File: config.mk
export PLATFORM = sky130hd
export DESIGN_NAME = cpu_idecode_flat
export DESIGN_NICKNAME = d
export VERILOG_FILES = /design/src/rtl/cpu_idecode_if.sv /design/src/rtl/cpu_idecode.sv /design/src/flat_wrapper.sv
export SDC_FILE = /design/constraint.sdc
export NUM_CORES = 2
export LEC_CHECK = 0
export BUFFER_PORTS_ARGS = -buffer_cell sky130_fd_sc_hd__clkbuf_2
export CAP_MARGIN = 20
export CORE_MARGIN = 8
export CORE_UTILIZATION = 40
export DETAILED_ROUTE_END_ITERATION = 10
export PLACE_DENSITY_LB_ADDON = 0.08
export SYNTH_ARGS = -nofsm -noshare
export SYNTH_HDL_FRONTEND = slang
export SYNTH_SLANG_ARGS = --single-unit
export TNS_END_PERCENT = 5
File: constraint.sdc
create_clock -name clk -period 3.8 [get_ports clk]
set_input_delay 0.76 -clock clk [delete_from_list [all_inputs] [get_ports clk]]
set_output_delay 0.76 -clock clk [all_outputs]
set_load 0.03 [all_outputs]
File: src/rtl/cpu_idecode_if.sv
// ============================================================================
// Module      : cpu_idecode_if
// Description : Fetch, writeback and D-stage bundle for the RV32I decode stage.
// Revision    : 1.0 - initial release
// ============================================================================
`default_nettype none

interface cpu_idecode_if;
    // fetch side
    logic [31:0] f_instr;
    logic [31:0] f_pc;
    logic        stall;
    logic        flush;
    // writeback side
    logic        w_en;
    logic [4:0]  w_rd;
    logic [31:0] w_data;
    // D-stage register
    logic        d_valid;
    logic [31:0] d_pc;
    logic [4:0]  d_rs1;
    logic [4:0]  d_rs2;
    logic [4:0]  d_rd;
    logic [31:0] d_rs1_val;
    logic [31:0] d_rs2_val;
    logic [31:0] d_imm;
    logic [3:0]  d_alu_op;
    logic        d_reg_we;
    logic        d_mem_rd;
    logic        d_mem_wr;
    logic        d_branch;
    logic        d_jump;
    logic        d_illegal;

    modport slave (
        input  f_instr, f_pc, stall, flush, w_en, w_rd, w_data,
        output d_valid, d_pc, d_rs1, d_rs2, d_rd, d_rs1_val, d_rs2_val,
               d_imm, d_alu_op, d_reg_we, d_mem_rd, d_mem_wr, d_branch,
               d_jump, d_illegal
    );

    modport master (
        output f_instr, f_pc, stall, flush, w_en, w_rd, w_data,
        input  d_valid, d_pc, d_rs1, d_rs2, d_rd, d_rs1_val, d_rs2_val,
               d_imm, d_alu_op, d_reg_we, d_mem_rd, d_mem_wr, d_branch,
               d_jump, d_illegal
    );
endinterface

`default_nettype wire

File: src/rtl/cpu_idecode.sv
// ============================================================================
// Module      : cpu_idecode
// Description : RV32I decode stage: register file with write bypass, immediate
//               and control generation, D-stage pipeline register.
// Revision    : 1.0 - initial release
// ============================================================================
`default_nettype none

module cpu_idecode #(
    parameter logic [31:0] RESET_VECTOR = 32'h0000_0000
) (
    input  logic          clk,
    input  logic          rst,
    cpu_idecode_if.slave  bus
);

    localparam logic [6:0] c_OPC_LUI    = 7'b0110111;
    localparam logic [6:0] c_OPC_AUIPC  = 7'b0010111;
    localparam logic [6:0] c_OPC_JAL    = 7'b1101111;
    localparam logic [6:0] c_OPC_JALR   = 7'b1100111;
    localparam logic [6:0] c_OPC_BRANCH = 7'b1100011;
    localparam logic [6:0] c_OPC_LOAD   = 7'b0000011;
    localparam logic [6:0] c_OPC_STORE  = 7'b0100011;
    localparam logic [6:0] c_OPC_OPIMM  = 7'b0010011;
    localparam logic [6:0] c_OPC_OP     = 7'b0110011;
    localparam logic [6:0] c_OPC_MISC   = 7'b0001111;
    localparam logic [6:0] c_OPC_SYSTEM = 7'b1110011;

    logic [31:0] r_rf [0:31];

    logic [31:0] w_instr;
    logic [6:0]  w_opc;
    logic [2:0]  w_f3;
    logic [6:0]  w_f7;
    logic [4:0]  w_rs1;
    logic [4:0]  w_rs2;
    logic [4:0]  w_rd;
    logic [31:0] w_imm_i;
    logic [31:0] w_imm_s;
    logic [31:0] w_imm_b;
    logic [31:0] w_imm_u;
    logic [31:0] w_imm_j;
    logic [31:0] w_rs1_val;
    logic [31:0] w_rs2_val;
    logic        w_wr_ok;

    logic [31:0] w_imm;
    logic        w_alt;
    logic        w_reg_we;
    logic        w_mem_rd;
    logic        w_mem_wr;
    logic        w_branch;
    logic        w_jump;
    logic        w_illegal;

    assign w_instr = bus.f_instr;
    assign w_opc   = w_instr[6:0];
    assign w_f3    = w_instr[14:12];
    assign w_f7    = w_instr[31:25];
    assign w_rs1   = w_instr[19:15];
    assign w_rs2   = w_instr[24:20];
    assign w_rd    = w_instr[11:7];

    assign w_imm_i = {{20{w_instr[31]}}, w_instr[31:20]};
    assign w_imm_s = {{20{w_instr[31]}}, w_instr[31:25], w_instr[11:7]};
    assign w_imm_b = {{19{w_instr[31]}}, w_instr[31], w_instr[7],
                      w_instr[30:25], w_instr[11:8], 1'b0};
    assign w_imm_u = {w_instr[31:12], 12'h000};
    assign w_imm_j = {{11{w_instr[31]}}, w_instr[31], w_instr[19:12],
                      w_instr[20], w_instr[30:21], 1'b0};

    // A writeback landing this cycle is visible to the capture through the bypass.
    assign w_wr_ok   = bus.w_en && (bus.w_rd != 5'd0);
    assign w_rs1_val = (w_rs1 == 5'd0) ? 32'h0 :
                       (w_wr_ok && bus.w_rd == w_rs1) ? bus.w_data : r_rf[w_rs1];
    assign w_rs2_val = (w_rs2 == 5'd0) ? 32'h0 :
                       (w_wr_ok && bus.w_rd == w_rs2) ? bus.w_data : r_rf[w_rs2];

    always_comb begin
        w_imm     = 32'h0;
        w_alt     = 1'b0;
        w_reg_we  = 1'b0;
        w_mem_rd  = 1'b0;
        w_mem_wr  = 1'b0;
        w_branch  = 1'b0;
        w_jump    = 1'b0;
        w_illegal = 1'b0;
        case (w_opc)
            c_OPC_LUI, c_OPC_AUIPC: begin
                w_imm    = w_imm_u;
                w_reg_we = 1'b1;
            end
            c_OPC_JAL: begin
                w_imm    = w_imm_j;
                w_reg_we = 1'b1;
                w_jump   = 1'b1;
            end
            c_OPC_JALR: begin
                w_imm     = w_imm_i;
                w_reg_we  = 1'b1;
                w_jump    = 1'b1;
                w_illegal = (w_f3 != 3'b000);
            end
            c_OPC_BRANCH: begin
                w_imm     = w_imm_b;
                w_branch  = 1'b1;
                w_illegal = (w_f3 == 3'b010) || (w_f3 == 3'b011);
            end
            c_OPC_LOAD: begin
                w_imm     = w_imm_i;
                w_reg_we  = 1'b1;
                w_mem_rd  = 1'b1;
                w_illegal = (w_f3 == 3'b011) || (w_f3 == 3'b110) || (w_f3 == 3'b111);
            end
            c_OPC_STORE: begin
                w_imm     = w_imm_s;
                w_mem_wr  = 1'b1;
                w_illegal = (w_f3 > 3'b010);
            end
            c_OPC_OPIMM: begin
                w_imm    = w_imm_i;
                w_reg_we = 1'b1;
                if (w_f3 == 3'b001) begin
                    w_illegal = (w_f7 != 7'h00);
                end else if (w_f3 == 3'b101) begin
                    w_alt     = w_instr[30];
                    w_illegal = (w_f7 != 7'h00) && (w_f7 != 7'h20);
                end
            end
            c_OPC_OP: begin
                w_reg_we = 1'b1;
                w_alt    = w_instr[30];
                if (w_f7 == 7'h20) begin
                    w_illegal = (w_f3 != 3'b000) && (w_f3 != 3'b101);
                end else begin
                    w_illegal = (w_f7 != 7'h00);
                end
            end
            c_OPC_MISC, c_OPC_SYSTEM: begin
                w_illegal = 1'b0;
            end
            default: begin
                w_illegal = 1'b1;
            end
        endcase
        // Illegal encodings carry no side effects; the trap logic in execute decides.
        if (w_illegal) begin
            w_reg_we = 1'b0;
            w_mem_rd = 1'b0;
            w_mem_wr = 1'b0;
            w_branch = 1'b0;
            w_jump   = 1'b0;
        end
        if (w_rd == 5'd0) begin
            w_reg_we = 1'b0;
        end
    end

    always_ff @(posedge clk) begin
        if (rst) begin
            for (int i = 0; i < 32; i++) begin
                r_rf[i] <= 32'h0;
            end
        end else if (w_wr_ok) begin
            r_rf[bus.w_rd] <= bus.w_data;
        end
    end

    logic        r_valid;
    logic [31:0] r_pc;
    logic [4:0]  r_rs1;
    logic [4:0]  r_rs2;
    logic [4:0]  r_rd;
    logic [31:0] r_rs1_val;
    logic [31:0] r_rs2_val;
    logic [31:0] r_imm;
    logic [3:0]  r_alu_op;
    logic        r_reg_we;
    logic        r_mem_rd;
    logic        r_mem_wr;
    logic        r_branch;
    logic        r_jump;
    logic        r_illegal;

    always_ff @(posedge clk) begin
        if (rst) begin
            r_valid   <= 1'b0;
            r_pc      <= RESET_VECTOR;
            r_rs1     <= 5'd0;
            r_rs2     <= 5'd0;
            r_rd      <= 5'd0;
            r_rs1_val <= 32'h0;
            r_rs2_val <= 32'h0;
            r_imm     <= 32'h0;
            r_alu_op  <= 4'h0;
            r_reg_we  <= 1'b0;
            r_mem_rd  <= 1'b0;
            r_mem_wr  <= 1'b0;
            r_branch  <= 1'b0;
            r_jump    <= 1'b0;
            r_illegal <= 1'b0;
        end else if (bus.flush) begin
            r_valid   <= 1'b0;
            r_reg_we  <= 1'b0;
            r_mem_rd  <= 1'b0;
            r_mem_wr  <= 1'b0;
            r_branch  <= 1'b0;
            r_jump    <= 1'b0;
            r_illegal <= 1'b0;
        end else if (!bus.stall) begin
            r_valid   <= 1'b1;
            r_pc      <= bus.f_pc;
            r_rs1     <= w_rs1;
            r_rs2     <= w_rs2;
            r_rd      <= w_rd;
            r_rs1_val <= w_rs1_val;
            r_rs2_val <= w_rs2_val;
            r_imm     <= w_imm;
            r_alu_op  <= {w_alt, w_f3};
            r_reg_we  <= w_reg_we;
            r_mem_rd  <= w_mem_rd;
            r_mem_wr  <= w_mem_wr;
            r_branch  <= w_branch;
            r_jump    <= w_jump;
            r_illegal <= w_illegal;
        end
    end

    assign bus.d_valid   = r_valid;
    assign bus.d_pc      = r_pc;
    assign bus.d_rs1     = r_rs1;
    assign bus.d_rs2     = r_rs2;
    assign bus.d_rd      = r_rd;
    assign bus.d_rs1_val = r_rs1_val;
    assign bus.d_rs2_val = r_rs2_val;
    assign bus.d_imm     = r_imm;
    assign bus.d_alu_op  = r_alu_op;
    assign bus.d_reg_we  = r_reg_we;
    assign bus.d_mem_rd  = r_mem_rd;
    assign bus.d_mem_wr  = r_mem_wr;
    assign bus.d_branch  = r_branch;
    assign bus.d_jump    = r_jump;
    assign bus.d_illegal = r_illegal;

endmodule

`default_nettype wire

File: src/flat_wrapper.sv
// flat-port wrapper written by rule: the top's interface ports become plain ports
module cpu_idecode_flat 
#(
    parameter logic [31:0] RESET_VECTOR = 32'h0000_0000
)
  (clk, rst, bus_f_instr, bus_f_pc, bus_stall, bus_flush, bus_w_en, bus_w_rd, bus_w_data, bus_d_valid, bus_d_pc, bus_d_rs1, bus_d_rs2, bus_d_rd, bus_d_rs1_val, bus_d_rs2_val, bus_d_imm, bus_d_alu_op, bus_d_reg_we, bus_d_mem_rd, bus_d_mem_wr, bus_d_branch, bus_d_jump, bus_d_illegal);
  cpu_idecode_if bus_i ();
  input  logic clk;
  input  logic rst;
  input wire logic [$bits(bus_i.f_instr)-1:0] bus_f_instr;
  input wire logic [$bits(bus_i.f_pc)-1:0] bus_f_pc;
  input wire logic [$bits(bus_i.stall)-1:0] bus_stall;
  input wire logic [$bits(bus_i.flush)-1:0] bus_flush;
  input wire logic [$bits(bus_i.w_en)-1:0] bus_w_en;
  input wire logic [$bits(bus_i.w_rd)-1:0] bus_w_rd;
  input wire logic [$bits(bus_i.w_data)-1:0] bus_w_data;
  output wire logic [$bits(bus_i.d_valid)-1:0] bus_d_valid;
  output wire logic [$bits(bus_i.d_pc)-1:0] bus_d_pc;
  output wire logic [$bits(bus_i.d_rs1)-1:0] bus_d_rs1;
  output wire logic [$bits(bus_i.d_rs2)-1:0] bus_d_rs2;
  output wire logic [$bits(bus_i.d_rd)-1:0] bus_d_rd;
  output wire logic [$bits(bus_i.d_rs1_val)-1:0] bus_d_rs1_val;
  output wire logic [$bits(bus_i.d_rs2_val)-1:0] bus_d_rs2_val;
  output wire logic [$bits(bus_i.d_imm)-1:0] bus_d_imm;
  output wire logic [$bits(bus_i.d_alu_op)-1:0] bus_d_alu_op;
  output wire logic [$bits(bus_i.d_reg_we)-1:0] bus_d_reg_we;
  output wire logic [$bits(bus_i.d_mem_rd)-1:0] bus_d_mem_rd;
  output wire logic [$bits(bus_i.d_mem_wr)-1:0] bus_d_mem_wr;
  output wire logic [$bits(bus_i.d_branch)-1:0] bus_d_branch;
  output wire logic [$bits(bus_i.d_jump)-1:0] bus_d_jump;
  output wire logic [$bits(bus_i.d_illegal)-1:0] bus_d_illegal;
  assign bus_i.f_instr = bus_f_instr;
  assign bus_i.f_pc = bus_f_pc;
  assign bus_i.stall = bus_stall;
  assign bus_i.flush = bus_flush;
  assign bus_i.w_en = bus_w_en;
  assign bus_i.w_rd = bus_w_rd;
  assign bus_i.w_data = bus_w_data;
  assign bus_d_valid = bus_i.d_valid;
  assign bus_d_pc = bus_i.d_pc;
  assign bus_d_rs1 = bus_i.d_rs1;
  assign bus_d_rs2 = bus_i.d_rs2;
  assign bus_d_rd = bus_i.d_rd;
  assign bus_d_rs1_val = bus_i.d_rs1_val;
  assign bus_d_rs2_val = bus_i.d_rs2_val;
  assign bus_d_imm = bus_i.d_imm;
  assign bus_d_alu_op = bus_i.d_alu_op;
  assign bus_d_reg_we = bus_i.d_reg_we;
  assign bus_d_mem_rd = bus_i.d_mem_rd;
  assign bus_d_mem_wr = bus_i.d_mem_wr;
  assign bus_d_branch = bus_i.d_branch;
  assign bus_d_jump = bus_i.d_jump;
  assign bus_d_illegal = bus_i.d_illegal;
  cpu_idecode #(.RESET_VECTOR(RESET_VECTOR)) u_core (.clk(clk), .rst(rst), .bus(bus_i));
endmodule
# --- Word level (Yosys, flattened, before mapping) ---
# Memory sizes are Yosys's and may differ from the RTL's.
# Index checks and enable logic that the tools add are counted.
classes:
  mux: 31
  n_eq_ne: 22
  reduce_logical: 22
  magnitude_cmp: 1
  n_bitwise: 2
ops:
  columns: ["operator", "count"]
  rows:
  - ["$mux W32", 5]
  - ["$pmux W32 S5", 1]
  - ["$reduce_or A32 Y1", 1]
  - ["$eq A7 B6 Y1 const B", 4]
  - ["$eq A7 B7 Y1 const B", 4]
  - ["$mux W1", 22]
  - ["$logic_not A5 Y1", 3]
  - ["$eq A7 B5 Y1 const B", 2]
  - ["$eq A5 B5 Y1", 2]
  - ["$eq A3 B3 Y1 const B", 3]
  - ["$eq A7 B2 Y1 const B", 1]
  - ["$eq A7 B4 Y1 const B", 1]
  - ["$ne A7 B6 Y1 const B", 1]
  - ["$pmux W1 S7", 1]
  - ["$reduce_bool A7 Y1", 1]
  - ["$reduce_or A7 Y1", 1]
  - ["$eq A3 B2 Y1 const B", 2]
  - ["$reduce_or A2 Y1", 3]
  - ["$logic_and A1 B1 Y1", 5]
  - ["$mux W5", 1]
  - ["$reduce_bool A5 Y1", 1]
  - ["$reduce_or A5 Y1", 1]
  - ["$eq A3 B1 Y1 const B", 1]
  - ["$gt A3 B2 Y1 const B", 1]
  - ["other kinds (7)", 10]
word_totals:
  reg_bits: 154
  ram_bits: 1024
  mem_count: 1
  word_cells: 94
mem_list:
  columns: ["name", "depth", "width", "read_ports", "rd_ports_with_merged_regs", "write_ports", "line_no", "source"]
  rows:
  - ["u_core.r_rf", 32, 32, 2, 0, 32, "cpu_idecode.sv:29", "logic [31:0] r_rf [0:31];"]

# --- Logic depth before layout (Yosys ltp) ---
depth:
  depth_word: 7
  mapped_depth: 9
  mapped_depth_nobuf: 5

# --- Worst setup path before layout ---
# Ideal clock, no wire load.
synth_timing:
  path_kind: "input port to flip-flop"
  from: "input port bus_w_rd[3]"
  to: "memory u_core.r_rf[16][0], enable pin"
  n_path_buf: 2
  arrival_ps: 2242
  setup_slack_ps: 1228
  setup_ps: 330
  path_stages: 6
  required_time_ps: 3470
  cell_sequence: "buf_4 -> or3_4 -> nand4bb_1 -> clkbuf_1 -> nor2_1 -> or2_2"
synth_lines:
  columns: ["element", "line_no", "source"]
  rows:
  - ["start, declared", "flat_wrapper.sv:15", "input wire logic [$bits(bus_i.w_rd)-1:0] bus_w_rd;"]
  - ["end, declared", "cpu_idecode.sv:29", null]

# --- Worst setup path in the final report ---
layout_timing:
  from: "input port bus_f_instr[24]"
  to: "register u_core.r_rs2_val[16] (netlist: u_core.bus.d_rs2_val[16])"
layout_via:
  elab_chain_cells: 4
  elab_cells_between_ends: 6
  classes_between: "1 x eq/ne; 2 x mux; 2 x reduce/logical; 1 x memory"
layout_rtl:
  columns: ["element", "line_no", "source"]
  rows:
  - ["start, declared", "flat_wrapper.sv:10", "input wire logic [$bits(bus_i.f_instr)-1:0] bus_f_instr;"]
  - ["branches (longest 3 deep; another with $mem_v2 Z32 W32)", null, null]
  - ["$mux W32 (*)", "cpu_idecode.sv:76", "assign w_rs2_val = (w_rs2 == 5'd0) ? 32'h0 :"]
  - ["end signal, assigned", "cpu_idecode.sv:217", "r_rs2_val <= w_rs2_val;"]
  - ["end, declared", "cpu_idecode.sv:175", "logic [31:0] r_rs2_val;"]
# Mark *: on every way between the ends.
# A chain may end at the register's enable or synchronous reset.

==> metrics.txt <==
status finished, final reports clean; initial drt markers 4657; mean post-synth cell area 13.5 um2; worst vdd ir 0.462 mV; Synth Area in XOR/XNOR 0.00161; cts bufs inserted 140; clock-pin slew of the registers on the worst-case setup and hold paths 0.06 ns; Routed wire per std cell 32.6 um; PwrDens 466 nW/um2; Resized Gates After CTS 0; Worst Slack Setup Final 0.681 ns; Setup Skew 0.0227 ns; post-synthesis adder-cell area fraction 0; vias per inst 6.02; number of global-route vias before repair 39500; area of the multi-input gates 24300 um2; first-pass GRT wire length 305 mm; die height 402 um; Pins Over Slew Limit 0; Fillers 13100; Port Buf Inserts 259; main combinational cell family by area after synthesis multiplexers; compound-cell area share of the yosys netlist 0.0695; H-Tree Depth 4; Post-Syn Area 59700 um2; storage element area 33800 um2; initial core utilization 0.403; Critical Path Slowest Stage Cell nor4_1; R2R Setup Slk 1.29 ns; Worst EP arrival 3.84 ns; Min-Delay Path Class input pin to flop; DRT Wirelength 217 mm; critical path's largest stage delay 0.87 ns; setup TNS 0 ns; ANT nets after route 0; mux cell area share after synthesis 0.183; Post-synth ARST share 0; relative slew slack 0.110; WP data required 4.52 ns; via count 40000; crit path kind input pin to flop; TritonRoute pass-1 iters 5; final net count 4707; ys flop type edfxtp_1; GP Congestion 0.841; final hold violations 0; antenna violations before repair 12; family with the most delay on the worst path simple AND/OR/NAND/NOR gates; IO Pins 260; Final Setup Violations 0; Max Cap Violations 0; Synth Warn # 0; Worst Tran Pin Value 1.32 ns; synth unique cells 64; GRT Util Overall 0.260; Post-Place Setup Slack -0.0347 ns; CP endpoint kind flop; post-synthesis sequential area ratio 0.567; largest net degree at the start of global routing 78; Die Width 402 um; total core area 148000 um2; Yosys reg bits 1178; cts hold-fix bufs 0; die area 162000 um2; layout cells sized above 1 0.215; period utilisation layout 0.821; Area Growth Syn to Fin 14.8%; worst-skew pair later-pin latency 0.78 ns; # Post-CTS Setup Buffers 0; Max Clock Freq 0.321 GHz; Post-synth EDFFs 1024; final core occ 0.463; clock root cell clkbuf_16; total gr overflow 0; DRC Markers 0; simple-gate portion of the synthesized area 0.145; CTS tree yes; Longest Clk Path Bufs 3; Num Clock Sinks 1178; worst path bufs/invs 1; critical path launch point type input pin; unrepaired setup endpoints after global routing false; Leak 0.0250 uW; CP cell instances clkbuf_2, and4b_2, a22oi_1, nand4_1, nor4_1, a221o_1; num rows 141; crit path time final 3.12 ns; Syn Inst Count 4431; CP max FO 28; post-detail-place hpwl 134 mm
[cell usage after synthesis (5+ instances only)]
| library cell | instances | area (um2) |
|---|---|---|
| nor4bb_1 | 5 | 50.1 |
| xnor2_1 | 11 | 96.3 |
| o21ai_1 | 9 | 45.0 |
| o21ai_0 | 6 | 30.0 |
| a21oi_1 | 71 | 355 |
| a221o_1 | 64 | 641 |
| a22oi_1 | 252 | 1890 |
| and2_1 | 992 | 6210 |
| inv_1 | 8 | 30.0 |
| nand3_1 | 19 | 95.1 |
| mux2i_1 | 504 | 5040 |
| mux4_2 | 260 | 5860 |
| nor4_1 | 67 | 419 |
| nor3_1 | 8 | 40.0 |
| nor4b_2 | 7 | 105 |
| edfxtp_1 | 1024 | 30700 |
| nand3b_1 | 11 | 82.6 |
| nand4_1 | 66 | 413 |
| nand2_1 | 139 | 522 |
| or2_2 | 32 | 200 |
| buf_4 | 15 | 113 |
| clkbuf_1 | 324 | 1220 |
| a211oi_1 | 14 | 105 |
| o22ai_1 | 127 | 795 |
| nor2_1 | 61 | 229 |
| buf_2 | 108 | 541 |
| buf_6 | 12 | 135 |
| dfxtp_1 | 154 | 3080 |
[cells by family (layout without fill, tap and decap cells)]
kind of cell,count (synthesis),in the layout
AOI/OAI and AO/OA,571,571
xor gates and xnor gates,11,11
buffers and inverters,469,719
DFF,1178,1178
muxes,764,764
other,1,39
and+or+nand+nor,1437,1437
[where the power goes]
part / switching, uW / internal (uW) / total [uW]
sequential: 399 / 14800 / 15200
clock: 5500 / 7870 / 13400
combinational: 2170 / 1240 / 3410
total: 8070 / 23900 / 31900
[sequential cells by signal (all words and copies together), names as in the netlist, 4 cells and up]
name                  count
u_core.bus.d_rd           5
u_core.bus.d_rs1_val     32
u_core.bus.d_rs2          5
u_core.bus.d_imm         32
u_core.r_rf            1024
u_core.bus.d_rs2_val     32
u_core.bus.d_alu_op       4
u_core.bus.d_pc          32
u_core.bus.d_rs1          5
[cell usage in the layout (no fill, tap or decap), drive strengths merged, types with 3 or more instances in the layout]
master    synthesis  routed
edfxtp         1024    1024
and2            992     992
mux2i           504     504
clkbuf          324     447
mux4            260     260
a22oi           252     252
buf             137     204
dfxtp           154     154
nand2           139     139
o22ai           127     127
a21oi            71      71
nor4             69      69
nand4            66      66
a221o            64      64
nor2             61      61
clkinv            0      43
or2              33      33
conb              1      32
nand3            19      19
a211oi           16      16
o21ai            15      15
inv               8      14
nand3b           11      11
xnor2            11      11
nor3              9       9
nor4b             8       8
diode             0       7
bufinv            0       7
nor4bb            5       5
a221oi            4       4
o211ai            4       4
clkinvlp          0       4
nor2b             3       3
nand4b            3       3
o41ai             3       3
or3               3       3
[layer usage]
metal,routed length [um],track usage
met1,94600,0.369
met2,97400,0.403
met3,19100,0.0565
met4,5710,0.0717
met5,13,0
[metrics by stage]
step,total power [uW],area (um2),hold WS [ns],cells
3_5_place_dp,18800,64000,0.443,6389
2_1_floorplan,17300,59800,0.574,4462
3_3_place_gp,18800,64000,0.438,6389
4_1_cts,32200,68500,0.150,6642
5_1_grt,32800,68500,0.195,6644
6_report,31900,68500,0.211,6649
[worst paths after layout]
check                                                end  cells after the start           startpoint
worst max-delay path            u_core.bus.d_rs2_val[16]                      6      bus_f_instr[24]
worst min-delay path                  u_core.bus.d_pc[2]                      3          bus_f_pc[2]
worst max register to register  u_core.bus.d_rs1_val[30]                      4   u_core.r_rf[5][30]
worst min register to register       u_core.bus.d_imm[8]                      2  u_core.bus.d_imm[8]
[tightest hold or removal path, stage by stage]
cell and delay [ns]:
clkbuf_2 0.08, nand2_1 0.04, a21oi_1 0.05
[area by class of cell]
cell class	instances	area share
antenna	7	0.000256
clock buffer	193	0.0587
clock inverter	60	0.00718
inverter	8	0.000438
multi-input combinational	2815	0.355
sequential	1178	0.494
tap	1930	0.0352
timing repair buffer	458	0.0494
Note: power is estimated with default switching activity, not from simulation.
